--- src/rtl/seg7_pkg.sv ---
// Shared constants and types for the register display scanner:
// hex-to-segment table, debouncer states and digit count.
package seg7_pkg;

    localparam int NUM_DIGITS = 8;

    // Entry n is the {g,f,e,d,c,b,a} active-high pattern for hex digit n.
    localparam logic [15:0][6:0] HEX_TABLE = {
        7'h71, 7'h79, 7'h5E, 7'h39, 7'h7C, 7'h77, 7'h6F, 7'h7F,
        7'h07, 7'h7D, 7'h6D, 7'h66, 7'h4F, 7'h5B, 7'h06, 7'h3F
    };

    typedef enum logic [1:0] {
        IDLE    = 2'd0,
        ARM     = 2'd1,
        HELD    = 2'd2,
        RELEASE = 2'd3
    } db_state_t;

endpackage

--- src/rtl/btn_debounce.sv ---
// Two-flop synchronizer and hysteretic debouncer producing one pulse per press.
module btn_debounce
    import seg7_pkg::*;
#(
    parameter int DEBOUNCE_CYCLES = 1000000
) (
    input  logic clk,
    input  logic rstn,
    input  logic btn_raw,
    output logic press_pulse
);

    localparam int CNT_W = $clog2(DEBOUNCE_CYCLES);
    localparam logic [CNT_W-1:0] CNT_LAST = CNT_W'(DEBOUNCE_CYCLES - 1);

    logic [1:0]       sync_reg;
    logic             synced;
    db_state_t        state_reg;
    logic [CNT_W-1:0] count_reg;

    assign synced = sync_reg[1];

    // Decoded from registered state so reg_sel can follow on the very next edge.
    assign press_pulse = (state_reg == ARM) && synced && (count_reg == CNT_LAST);

    always_ff @(posedge clk) begin
        if (!rstn) begin
            sync_reg  <= 2'b00;
            state_reg <= IDLE;
            count_reg <= '0;
        end else begin
            sync_reg <= {sync_reg[0], btn_raw};
            case (state_reg)
                IDLE: begin
                    if (synced) begin
                        state_reg <= ARM;
                        count_reg <= '0;
                    end
                end
                ARM: begin
                    if (!synced) begin
                        state_reg <= IDLE;
                    end else if (count_reg == CNT_LAST) begin
                        state_reg <= HELD;
                    end else begin
                        count_reg <= count_reg + 1'b1;
                    end
                end
                HELD: begin
                    if (!synced) begin
                        state_reg <= RELEASE;
                        count_reg <= '0;
                    end
                end
                RELEASE: begin
                    // A bounce back high keeps the button held; no second pulse.
                    if (synced) begin
                        state_reg <= HELD;
                    end else if (count_reg == CNT_LAST) begin
                        state_reg <= IDLE;
                    end else begin
                        count_reg <= count_reg + 1'b1;
                    end
                end
                default: state_reg <= IDLE;
            endcase
        end
    end

endmodule

--- src/rtl/reg_display_scan.sv ---
// Button-driven register selector for mccomp with an 8-digit multiplexed
// active-low seven-segment hex display of the selected register.
module reg_display_scan
    import seg7_pkg::*;
#(
    parameter int SCAN_DIV        = 100000,
    parameter int DEBOUNCE_CYCLES = 1000000
) (
    input  logic        clk,
    input  logic        rstn,
    input  logic        btn_next,
    input  logic        btn_prev,
    input  logic [31:0] reg_data,
    output logic [4:0]  reg_sel,
    output logic [7:0]  an,
    output logic [7:0]  seg
);

    localparam int DIV_W = (SCAN_DIV > 1) ? $clog2(SCAN_DIV) : 1;
    localparam int IDX_W = $clog2(NUM_DIGITS);
    localparam logic [DIV_W-1:0] DIV_LAST = DIV_W'(SCAN_DIV - 1);

    logic [1:0]       btn_raw;
    logic [1:0]       pulse;
    logic [DIV_W-1:0] div_reg;
    logic [IDX_W-1:0] idx_reg;
    logic [31:0]      snap_reg;
    logic [4:0]       sel_reg;
    logic [7:0]       an_reg;
    logic [7:0]       seg_reg;
    logic             frame_start;
    logic [3:0]       nibble;

    assign btn_raw = {btn_prev, btn_next};

    genvar gi;
    generate
        for (gi = 0; gi < 2; gi++) begin : g_btn
            btn_debounce #(
                .DEBOUNCE_CYCLES(DEBOUNCE_CYCLES)
            ) u_debounce (
                .clk        (clk),
                .rstn       (rstn),
                .btn_raw    (btn_raw[gi]),
                .press_pulse(pulse[gi])
            );
        end
    endgenerate

    assign frame_start = (div_reg == '0) && (idx_reg == '0);
    // Digit 0 at frame start shows live data since the snapshot is loading this edge.
    assign nibble = frame_start ? reg_data[3:0] : snap_reg[{idx_reg, 2'b00} +: 4];

    always_ff @(posedge clk) begin
        if (!rstn) begin
            div_reg  <= '0;
            idx_reg  <= '0;
            snap_reg <= '0;
            sel_reg  <= '0;
            an_reg   <= 8'hFF;
            seg_reg  <= 8'hFF;
        end else begin
            if (div_reg == DIV_LAST) begin
                div_reg <= '0;
                idx_reg <= idx_reg + 1'b1;
            end else begin
                div_reg <= div_reg + 1'b1;
            end
            if (frame_start) begin
                snap_reg <= reg_data;
            end
            an_reg  <= ~(8'd1 << idx_reg);
            seg_reg <= {1'b1, ~HEX_TABLE[nibble]};
            case (pulse)
                2'b01:   sel_reg <= sel_reg + 5'd1;
                2'b10:   sel_reg <= sel_reg - 5'd1;
                default: sel_reg <= sel_reg;
            endcase
        end
    end

    assign reg_sel = sel_reg;
    assign an      = an_reg;
    assign seg     = seg_reg;

endmodule

--- config.mk ---
export PLATFORM = sky130hd
export DESIGN_NAME = reg_display_scan
export DESIGN_NICKNAME = d
export VERILOG_FILES = /design/src/rtl/seg7_pkg.sv /design/src/rtl/btn_debounce.sv /design/src/rtl/reg_display_scan.sv
export SDC_FILE = /design/constraint.sdc
export NUM_CORES = 1
export LEC_CHECK = 0
export CAP_MARGIN = 10
export CORE_ASPECT_RATIO = 0.8
export CORE_UTILIZATION = 51
export CTS_CLUSTER_DIAMETER = 150
export DETAILED_ROUTE_END_ITERATION = 10
export HOLD_SLACK_MARGIN = 0.05
export PLACE_DENSITY = 0.75
export SETUP_SLACK_MARGIN = 0.2
export SYNTH_ARGS = -nofsm -noshare
export SYNTH_HDL_FRONTEND = slang
export SYNTH_SLANG_ARGS = --single-unit
--- constraint.sdc ---
create_clock -name clk -period 3.2 [get_ports clk]
set_clock_uncertainty 0.2 [all_clocks]
set_input_delay 0.96 -clock clk [delete_from_list [all_inputs] [get_ports clk]]
set_output_delay 0.96 -clock clk [all_outputs]
set_load 0.05 [all_outputs]
==> impl_summary.md <==
Synth
In this run the mean area of a mapped cell was 8.95 sq um. The share of synthesized area in the top cell type comes to 0.438. Sorting the synthesized cells by area gives the leading types as sky130_fd_sc_hd__dfxtp_1, sky130_fd_sc_hd__nand2_1, sky130_fd_sc_hd__xor2_1, sky130_fd_sc_hd__nor2_1, sky130_fd_sc_hd__a21oi_1. The most used flip-flop cell after synthesis is sky130_fd_sc_hd__dfxtp_1. Counting flops with an async set or reset pin after synthesis yields a share of 0. The cell area that synthesis handed to floorplanning was 5490 sq um. The number of flip-flops and latches in the synthesized netlist is 120. Yosys mapped the design onto 62 distinct sky130hd cell types. Of the synthesized area, sequential elements account for 0.438. The number of enable-type register cells in the synthesized netlist is 0. The number of nets handed over by synthesis was between 600 and 700. The biggest area contributor in the post-synthesis netlist is sky130_fd_sc_hd__dfxtp_1. The number of standard cells after synthesis is about 610.

The synthesis warning total is 0.

Setup path
The critical path goes through and4_4 > nand4_1 > nor2_2 > nand2_2 > nor3b_4 > ha_2 > xor2_1 > ha_2 > or3b_4 > a21oi_2 > o21bai_1 > a21oi_2 > xnor2_1 > nor2_1. The endpoint required time on the critical path is around 3300 ps. The endpoint kind of the worst setup timing path is a register. In this design, the stage delay of the slowest critical-path cell is 370 ps. The worst endpoint data arrival time is 3060 ps.

Counting both buffers and inverters, the worst setup path holds a total of 0. Of all nets on the critical path, the largest fanout is 4. STA classifies the critical path startpoint as a register. The path type of the worst setup path is register to register. Broken down by cell family, the worst path's largest delay share belongs to simple AND/OR/NAND/NOR gates. The highest-delay cell along the critical path is sky130_fd_sc_hd__or3b_4.

CTS
TritonCTS built the clock tree. Buffers inserted to repair hold after CTS numbered 0. The insertion delay of the later-clocked pin in the worst-skew pair is approximately 410 ps.

The clock transition at the registers of the reported paths is 50 ps. Clock tree synthesis inserted a total of 17 buffers. CTS placed an instance of sky130_fd_sc_hd__clkbuf_16 at the clock tree root. The maximum level of the CTS H-tree is 4. The buffer depth of the longest clock path is 2. The clock drives 120 sinks.

Place
Port buffering added 55 buffers. Once placement completed, the tool counted placed cells totaling 799. The global placer's final weighted congestion is between 0.8 and 0.9. Timing analysis after detailed placement gives a worst setup slack of 108 ps. Summing all placed instances gives a cell area of 6250 sq um.

The detailed placement HPWL is approximately 8000 um.

Timing
The time the final worst path needs with I/O delays and setup is just under 3000 ps. For this run, the top clock speed supported by timing is roughly 340 MHz. Setup repair after global routing could not meet its margin everywhere. For the final routed database, the setup TNS stands at 0 ps. Setup violations remaining at the end of the flow were counted as 0. The post-route worst setup slack is 224 ps. The actual transition at the worst max-transition pin is 642 ps. On the final layout, the worst hold slack is ~240 ps. The period utilization is 0.930. The final number of max-transition violations is 0. The number of hold violations in the final report is 0. The relative max-transition margin is 0.569.

Die
The core region is 10400 sq um. Measured along the x axis, the die boundary spans 118 um. Measured along the y axis, the die boundary spans 94.8 um. 57 I/O pins were placed. The area of the die is 11200 sq um. After floorplanning, the core was divided into 33 placement rows. The initial utilization of the core area, before any placement, comes to 0.530.

Finish
The count of placed standard cells in the final layout, fillers left out is 841. The number of flip-flops under the largest register name is 40. The library cell used most frequently in the layout, excluding fill and tap cells, is sky130_fd_sc_hd__dfxtp_1.

The total inserted antenna cells is 0. Compared with the post-synthesis result, the final layout area differs by 28.2%. The library cells used most frequently in the layout, excluding fill and tap cells, are sky130_fd_sc_hd__dfxtp_1, sky130_fd_sc_hd__nand2_1, sky130_fd_sc_hd__nor2_1, sky130_fd_sc_hd__clkdlybuf4s50_1, sky130_fd_sc_hd__a21oi_1.

The share of final-layout standard cells stronger than drive strength 1 is 0.153. Once layout is done, the placed cells without fillers occupy around 7000 sq um. The layout has 783 filler cells.

The final layout net count is 743.

Route
Dividing the detail-routed via count by the number of cells gives between 5 and 6. The detailed-routing iteration count for the pre-antenna-repair pass is 4. Wires add up to 12200 um. In this run the remaining antenna-violating nets after routing total 0. After detailed routing, the number of remaining DRC violations is 0. The average wire per cell in the routed design is 14.5 um. The number of vias in the routed layout is 4591. The first-iteration detailed-routing DRC count is 293.

Hold path
The tightest min-delay check is of the register to register type.

Global route
The initial antenna violation count was 0. The via count of the first global-routing pass is 4268. Entering global routing, the biggest net connects 33 pins.

The sum of overflow across all layers after global routing is 0. The wire length of the first global-routing pass is 20100 um. The global-route total usage across every layer is 0.226.

Power
The worst-case IR drop observed on VDD is ~450 uV. In this run the power density over the cells is ~560 nW/um^2. The static power due to leakage is 2.70 nW.

Status
The flow ran to the end, and the final reports show no timing, DRC or antenna violations.

Flow run
The reported max-cap violation count is 0.
==> synth_stat cells (11+ instances only) <==
cell type                  instances
sky130_fd_sc_hd__dfxtp_1         120
sky130_fd_sc_hd__nand2_1          93
sky130_fd_sc_hd__nor2_1           69
sky130_fd_sc_hd__a21oi_1          51
sky130_fd_sc_hd__xor2_1           38
sky130_fd_sc_hd__nand3_1          27
sky130_fd_sc_hd__ha_1             19
sky130_fd_sc_hd__clkbuf_1         17
sky130_fd_sc_hd__xnor2_1          17
sky130_fd_sc_hd__inv_1            15
sky130_fd_sc_hd__nand4_1          13
sky130_fd_sc_hd__mux2i_1          11
==> power breakdown <==
part           internal (W)  leakage (nW)  switching (W)
logic              0.000177          1.44       0.000249
registers           0.00156         0.987      0.0000327
clock network       0.00124         0.278       0.000676
==> kinds of logic after synthesis <==
family,Yosys count,share of synthesized area
simple gates,268,0.240
flops,120,0.438
compound gates,90,0.0987
xor+xnor,55,0.0878
buf+inv,40,0.0326
mux,20,0.0590
fa+ha+maj,19,0.0433
other cells,1,0.000683
==> layer usage <==
metal	GRT usage	part of all wire
met3	0.0568	0.043
met5	0	0
met4	0.0801	0.015
met1	0.289	0.46
met2	0.371	0.48
==> path summary, 6_finish.rpt <==
| path | slack [ps] | start | end | depth (start not counted) |
|---|---|---|---|---|
| max | 220 | g_btn[1].u_debounce.count_reg[3] | reg_sel[4] | 14 |
| min | 240 | g_btn[1].u_debounce.sync_reg[0] | g_btn[1].u_debounce.sync_reg[1] | 1 |
| max reg2reg | 220 | g_btn[1].u_debounce.count_reg[3] | reg_sel[4] | 14 |
| min reg2reg | 240 | g_btn[1].u_debounce.sync_reg[0] | g_btn[1].u_debounce.sync_reg[1] | 1 |
==> what timing repair did <==
action                                  CTS  global route
buffers inserted                          1             7
gates cloned                              0             0
endpoints found under the setup margin    1             3
resized for setup                         6            28
pin swaps                                 1            12
==> stage by stage <==
| stage | total power, W | util |
|---|---|---|
| 2_1_floorplan | 0.00189 | - |
| 3_3_place_gp | 0.00202 | 0.603 |
| 3_5_place_dp | 0.00203 | 0.603 |
| 4_1_cts | 0.00394 | 0.664 |
| 5_1_grt | 0.00407 | 0.679 |
| 6_report | 0.00393 | 0.679 |
==> worst reg2reg max path: cells and delay by family, from the launching register on <==
kind,cells,cell delay [ps]
simple gates,7,1350
fa+ha+maj,2,430
flops,1,350
compound gates,3,340
xor+xnor,2,200
==> area by class of cell <==
cell class | instances | area [sq um] | area share
clock inverter | 12 | 151 | 0.0215
sequential | 120 | 2430 | 0.345
inverter | 16 | 60.1 | 0.00854
tap | 140 | 175 | 0.0249
timing repair buffer | 80 | 738 | 0.105
clock buffer | 20 | 447 | 0.0635
multi-input combinational | 453 | 3040 | 0.431
(Power assumes the default switching activity.)
